`config.mk`:
```
export PLATFORM = sky130hd
export DESIGN_NAME = controle_de_partida
export DESIGN_NICKNAME = d
export VERILOG_FILES = /design/src/rtl/controle_de_partida.sv
export SDC_FILE = /design/constraint.sdc
export NUM_CORES = 1
export LEC_CHECK = 0
export ABC_AREA = 1
export CORE_ASPECT_RATIO = 1.4
export CORE_UTILIZATION = 43
export DETAILED_ROUTE_END_ITERATION = 10
export GPL_ROUTABILITY_DRIVEN = 0
export PLACE_DENSITY = 0.84
export SYNTH_ARGS = -nofsm -noshare
export SYNTH_HDL_FRONTEND = slang
export SYNTH_SLANG_ARGS = --single-unit
```
`constraint.sdc`:
```
create_clock -name clock -period 1.3 [get_ports clock]
set_input_delay 0.39 -clock clock [delete_from_list [all_inputs] [get_ports clock]]
set_output_delay 0.39 -clock clock [all_outputs]
set_load 0.02 [all_outputs]
```
`src/rtl/controle_de_partida.sv`:
```
// rtl/controle_de_partida.sv - match sequencing FSM driving the attack manager
module controle_de_partida #(
  parameter int VIDAS_INICIAIS = 3
) (
  input  logic        clock,
  input  logic        reset,
  input  logic        iniciar,
  input  logic        confirmar_btn,
  input  logic [34:0] mapa_flat,
  input  logic        acerto,
  output logic        enable_ataque,
  output logic        confirmar_out,
  output logic [2:0]  vidas,
  output logic [5:0]  alvos_restantes,
  output logic        vitoria,
  output logic        derrota,
  output logic [2:0]  estado
);

  typedef enum logic [2:0] {
    OCIOSO   = 3'd0,
    PREPARA  = 3'd1,
    AGUARDA  = 3'd2,
    DISPARA  = 3'd3,
    AVALIA   = 3'd4,
    VITORIA  = 3'd5,
    DERROTA  = 3'd6,
    REINICIA = 3'd7
  } estado_t;

  localparam logic [2:0] VIDAS_INI = 3'(VIDAS_INICIAIS);

  estado_t     estado_q, estado_d;
  logic [2:0]  vidas_q, vidas_d;
  logic [5:0]  alvos_q, alvos_d;
  logic        iniciar_ant_q, iniciar_ant_d;
  logic        confirmar_ant_q, confirmar_ant_d;
  logic        ini_edge, conf_edge;
  logic [5:0]  alvos_dec;
  logic [2:0]  vidas_dec;

  // Number of ship cells in the 35-cell map.
  function automatic logic [5:0] popcount(input logic [34:0] v);
    logic [5:0] c;
    c = '0;
    for (int i = 0; i < 35; i++) begin
      c = c + {5'd0, v[i]};
    end
    return c;
  endfunction

  // State, counters and button history registers.
  always_ff @(posedge clock or negedge reset) begin
    if (!reset) begin
      estado_q        <= OCIOSO;
      vidas_q         <= VIDAS_INI;
      alvos_q         <= '0;
      iniciar_ant_q   <= 1'b0;
      confirmar_ant_q <= 1'b0;
    end else begin
      estado_q        <= estado_d;
      vidas_q         <= vidas_d;
      alvos_q         <= alvos_d;
      iniciar_ant_q   <= iniciar_ant_d;
      confirmar_ant_q <= confirmar_ant_d;
    end
  end

  // Next-state and counter update; decrements saturate at zero.
  always_comb begin
    estado_d        = estado_q;
    vidas_d         = vidas_q;
    alvos_d         = alvos_q;
    iniciar_ant_d   = iniciar;
    confirmar_ant_d = confirmar_btn;
    ini_edge        = iniciar & ~iniciar_ant_q;
    conf_edge       = confirmar_btn & ~confirmar_ant_q;
    alvos_dec       = (alvos_q != 6'd0) ? alvos_q - 6'd1 : 6'd0;
    vidas_dec       = (vidas_q != 3'd0) ? vidas_q - 3'd1 : 3'd0;

    case (estado_q)
      OCIOSO: begin
        if (ini_edge) estado_d = PREPARA;
      end
      PREPARA: begin
        vidas_d  = VIDAS_INI;
        alvos_d  = popcount(mapa_flat);
        estado_d = (popcount(mapa_flat) == 6'd0) ? VITORIA : AGUARDA;
      end
      AGUARDA: begin
        // A restart request beats a simultaneous fire press.
        if (ini_edge)       estado_d = REINICIA;
        else if (conf_edge) estado_d = DISPARA;
      end
      DISPARA: begin
        estado_d = AVALIA;
      end
      AVALIA: begin
        if (acerto) begin
          alvos_d  = alvos_dec;
          estado_d = (alvos_dec == 6'd0) ? VITORIA : AGUARDA;
        end else begin
          vidas_d  = vidas_dec;
          estado_d = (vidas_dec == 3'd0) ? DERROTA : AGUARDA;
        end
      end
      VITORIA, DERROTA: begin
        if (ini_edge) estado_d = REINICIA;
      end
      REINICIA: begin
        estado_d = PREPARA;
      end
      default: begin
        estado_d = OCIOSO;
      end
    endcase
  end

  // Moore outputs decoded from the registered state.
  always_comb begin
    enable_ataque   = (estado_q != OCIOSO) && (estado_q != REINICIA);
    confirmar_out   = (estado_q == DISPARA);
    vitoria         = (estado_q == VITORIA);
    derrota         = (estado_q == DERROTA);
    estado          = estado_q;
    vidas           = vidas_q;
    alvos_restantes = alvos_q;
  end

endmodule
```
# Yosys cells after proc, flatten, opt, wreduce, memory -nomap -nowiden

Cells that the tools add are included.

Output and inout bits: 16
Bits in registers: 14
Word-level logic and storage cells: 86
Bits of input ports: 40

$add $sub $neg: 36
Bitwise logic cells: 4
Mux-type cells: 15
Reductions and logical operators: 13
Eq/ne operators: 13

Operators with widths:

| operator                                            | number |
|---|---|
| adder 6 x 1 -> 6 bit                                | 29 |
| two-way mux 3 bit                                   | 10 |
| case mux 3 bit (7 select lines)                     | 1 |
| equality test 3 bit, second input constant          | 4 |
| logical NOT 6 bit                                   | 2 |
| two-way mux 6 bit                                   | 2 |
| case mux 6 bit (2 select lines)                     | 1 |
| inequality test 2 bit, second input constant        | 4 |
| adder 5 x 1 -> 6 bit                                | 1 |
| equality test 3 x 2 -> 1 bit, second input constant | 2 |
| logical NOT 3 bit                                   | 2 |
| inequality test 3 bit, second input constant        | 2 |
| case mux 3 bit (2 select lines)                     | 1 |
| nonzero test 3 bit                                  | 2 |
| nonzero test 6 bit                                  | 1 |
| subtractor 6 x 1 -> 6 bit, second input constant    | 1 |
| adder 4 x 1 -> 5 bit                                | 1 |
| adder 3 x 1 -> 4 bit                                | 1 |
| AND reduction 2 bit                                 | 2 |
| adder 2 x 1 -> 3 bit                                | 1 |
| equality test 3 x 1 -> 1 bit, second input constant | 1 |
| AND reduction 3 bit                                 | 1 |
| subtractor 3 x 1 -> 3 bit, second input constant    | 1 |
| adder 1 x 1 -> 2 bit                                | 1 |
| 5 further kinds                                     | 7 |

# Depth between registers and ports, before layout

Word-level depth: 37
Mapped depth: 24
Depth with buffers taken out: 24

# Worst setup path after synthesis

No wires, ideal clock.

Kind: input to register
Start point: input port mapa_flat[23]
End point: register estado_q[1], in the netlist estado[1]
Arrival time: 4.621 ns
Data required time: 1.183 ns
Cell stages on the path: 23
Slack: -3.437 ns
Cell sequence: inv_1 -> fa_1 -> inv_1 -> fa_1 -> inv_1 -> fa_1 -> inv_1 -> fa_1 -> fa_1 -> inv_1 -> fa_1 -> inv_1 -> fa_1 -> nand2_1 -> nand2_1 -> nand3_1 -> nand2_1 -> nor2_1 -> nand3_1 -> nand2_1 -> nand3_1 -> nand2_1 -> nand2_1

Word-level cells in the longest chain between the ends: 15

RTL lines:

| what                               | RTL line | text |
|---|---|---|
| start: declaration                 | 9        | `input logic [34:0] mapa_flat,` |
| adder 6 x 1 -> 6 bit (12 in a row) | 47       | `c = c + {5'd0, v[i]};` |
| logical NOT 6 bit                  | 88       | `estado_d = (popcount(mapa_flat) == 6'd0) ? VITORIA : AGUARDA;` |
| two-way mux 3 bit                  | 88       |  |
| case mux 3 bit (7 select lines)    | 81       | `case (estado_q)` |
| end signal: assignment             | 61       | `estado_q <= estado_d;` |
| end: declaration                   | 33       | `estado_t estado_q, estado_d;` |

Every way passes these cells.
A chain may end at the register's enable or synchronous reset.

# Worst setup path in the final report

Start point: input port mapa_flat[27]
End point: register estado_q[0], in the netlist estado[0]

Word-level cells in the longest chain between the ends: 11

RTL lines:

| what                              | RTL line |
|---|---|
| adder 6 x 1 -> 6 bit (8 in a row) | 47 |
| logical NOT 6 bit                 | 88 |
| two-way mux 3 bit                 | 88 |
| case mux 3 bit (7 select lines)   | 81 |

Every way passes these cells.

==> summary.md <==
| Metric | Value |
|---|---|
| Most frequent cells in the layout | `62 x inv_1, 41 x buf_4, 30 x nand2_1` |
| Largest net degree at the start of global routing | `15` |
| CTS tree | `done` |
| Deepest clock path buffer count | `2` |
| Cell Count, Final, Fillers Out | `394` |
| IO Pins | `56` |
| Worst-path fanout max | `2` |
| Clock sinks | `14` |
| Final net count | `427` |
| Period utilisation layout | `363%` |
| Post-route DRC | `4` |
| Most common flop cell mapped by yosys | `dfrtp_1` |
| Critical path type | `in -> reg` |
| Drt first pass iters | `8` |
| Vias per cell | `5.10` |
| Largest family of logic cells by synthesized area | `adder cells` |
| Vias in the first global route | `2126` |
| Final clock skew | `2.96 ps` |
| Minimum clock period | `4720 ps` |
| Layout cells sized above 1 | `42.5%` |
| Cell Chain, Critical Path | `buf_6, inv_2, fa_1, inv_1, fa_1, inv_1, fa_1, inv_2, fa_1, fa_1, inv_1, fa_1, inv_2, fa_2, xnor2_2, nand2_1, nor2_4, nand4_1, nand2_1, nor2_1, nor2_1` |
| DRT iter0 DRCs | `92` |
| RSZ-0062 raised after global routing | `true` |
| Final setup viols | `20` |
| Post-DR wirelength/cell | `14.2 microns` |
| DR vias | `2010` |
| Status | `finished with violations` |
| Syn avg cell area | `7.65 sq um` |
| Launching point of the worst reg2reg path | `alvos_restantes[0]` |
| Overall routing resource usage | `24.3%` |
| Post-synthesis async set-or-reset flop share | `100%` |
| WP data arrival | `4890 ps` |
| Skew-Pair Late Insertion Delay | `240 ps` |
| Worst min-delay path category | `in -> async` |
| Rows | `27` |
| FF-to-FF path depth | `10` |
| Cell mode on critical path | `fa_1` |
| Simple-Gate Fraction of Synth Area | `21.2%` |
| Final Max Tran Viols | `0` |
| Gate Count Post-Synth | `240` |
| Diodes inserted | `0` |
| Die ar. | `4540 sq um` |
| Commonest non-fill, non-tap cell in the layout | `inv_1` |
| Cell area after synthesis | `1840 sq um` |
| Worst slew margin | `80.0%` |
| Port Buffers | `55` |
| Largest stage delay, worst path | `530 ps` |
| Syn nets | `314` |
| Mux cell area share after synthesis | `0%` |
| Slew at the pin with the worst max-slew slack | `296 ps` |
| Area share of the largest cell type after synthesis | `28.3%` |
| Core box area | `4020 sq um` |
| Grt ovf | `0` |
| Flop2flop setup slack | `-460 ps` |
| Worst path required time | `1470 ps` |
| Fin worst setup slack | `-3420 ps` |
| CP endpoint kind | `register` |
| Synth area leader | `fa_1` |
| Hold Vio Cnt, Final | `0` |
| Routed wire length | `5590 microns` |
| Clock slew at reported path FFs | `60 ps` |
| Max-cap violations | `0` |
| H-tree depth | `1` |
| Synth warn | `0` |
| Die Wd | `57.2 microns` |
| Routed Antenna Nets | `0` |
| Antenna violations before repair | `0` |
| Synth cell types | `31` |
| First-pass GRT wire length | `8540 microns` |
| Post-synth EDFFs | `0` |
| CTS Buf Count | `3` |
| Hold buffers post-CTS | `0` |
| XOR/XNOR Fraction of Synth Area | `0.477%` |
| Ranking of synthesized cells by area | `fa_1 28%, dfrtp_1 16%, inv_1 15%` |
| Die height | `79.3 microns` |
| CP max-delay cell | `fa_1` |
| Reg2reg end | `estado[2]` |
| Inst Count DP | `377` |
| HPWL Detailed | `3990 microns` |
| Synth-to-Final Area Change | `68.8%` |
| Post-synthesis compound-gate area fraction | `8.86%` |
| Seq cells post-synth | `14` |
| Failing checks | `DRC, setup timing` |
| Critical Path Source Type | `primary input` |
| Synth Area in Adders | `33.8%` |
| Sequential cell area fraction in the yosys report | `19.2%` |
| Initial core utilization | `45.7%` |
| Root Driver | `clkbuf_8` |
| F_max | `212 MHz` |
[worst max-delay path: cells and delay by family]
family | cells | cell delay, ps
adder cells (fa/ha/maj) | 7 | 3340
AND/OR/NAND/NOR | 6 | 620
buffers and inverters | 7 | 340
XOR/XNOR | 1 | 200
[how the worst max path moves through the flow]
stage / from / end / slack (ps) / cells after the start
2_1_floorplan: mapa_flat[23] / estado[1] / -3330 / 23
3_3_place_gp: mapa_flat[23] / estado[1] / -4010 / 24
3_5_place_dp: mapa_flat[23] / estado[1] / -4150 / 24
4_1_cts: mapa_flat[23] / estado[1] / -3480 / 24
5_1_grt: mapa_flat[27] / estado[0] / -3590 / 23
6_report: mapa_flat[27] / estado[0] / -3420 / 21
[stage by stage]
stage                     util [%]  area (sq um)  hold WS (ps)  worst slack [ps]  TNS [ps]
after floorplan                  -          1860          94.4             -3330    -28650
after global placement        68.5          2760           580             -4010    -38740
after detailed placement      68.5          2760           605             -4150    -39830
after CTS                     72.4          2910           469             -3480    -31030
after global routing          77.1          3100           478             -3590    -33620
final                         77.1          3100           470             -3420    -31630
[cell type report]
cell class	count	area, sq um
multi-input combinational	148	1390
timing repair buffer	109	962
fill	275	920
sequential	14	355
inverter	77	302
tap	43	53.8
clock buffer	3	41.3
[sequential cells by signal (all words and copies together) (netlist names)]
| signal | cells |
|---|---|
| estado | 3 |
| vidas | 3 |
| confirmar_ant_q | 1 |
| alvos_restantes | 6 |
| iniciar_ant_q | 1 |
[per-layer routing]
metal	wire length, microns	vias up	global-route usage, %
met5	0	-	0
met4	112	0	8.29
met3	288	12	3.09
met2	3280	101	50.5
met1	1910	962	23.6
li1	-	935	-
[kinds of logic after synthesis]
logic type / after synthesis
AND/OR/NAND/NOR: 88
adder cells (fa/ha/maj): 34
XOR/XNOR: 1
AO/OA/AOI/OAI: 25
buffers and inverters: 78
flip-flops: 14
[what timing repair did]
item,in CTS,in global routing
resized for setup,143,63
pin swaps,31,36
buffers inserted,8,7
endpoints found under the setup margin,27,25
[synthesized netlist by cell type (2+ instances only)]
cell / n
fa_1: 26
nand4_1: 2
nand3_1: 15
o21ai_1: 2
nand2_1: 43
dfrtp_1: 12
dfstp_2: 2
inv_1: 74
o21ai_0: 9
ha_1: 8
nand2_2: 2
a21oi_1: 4
inv_2: 2
nor2_1: 20
o21ai_2: 3
Power is left out: the tool's default activity adds up to more than one toggle a clock period on the data nets, which glitch-free logic cannot reach.
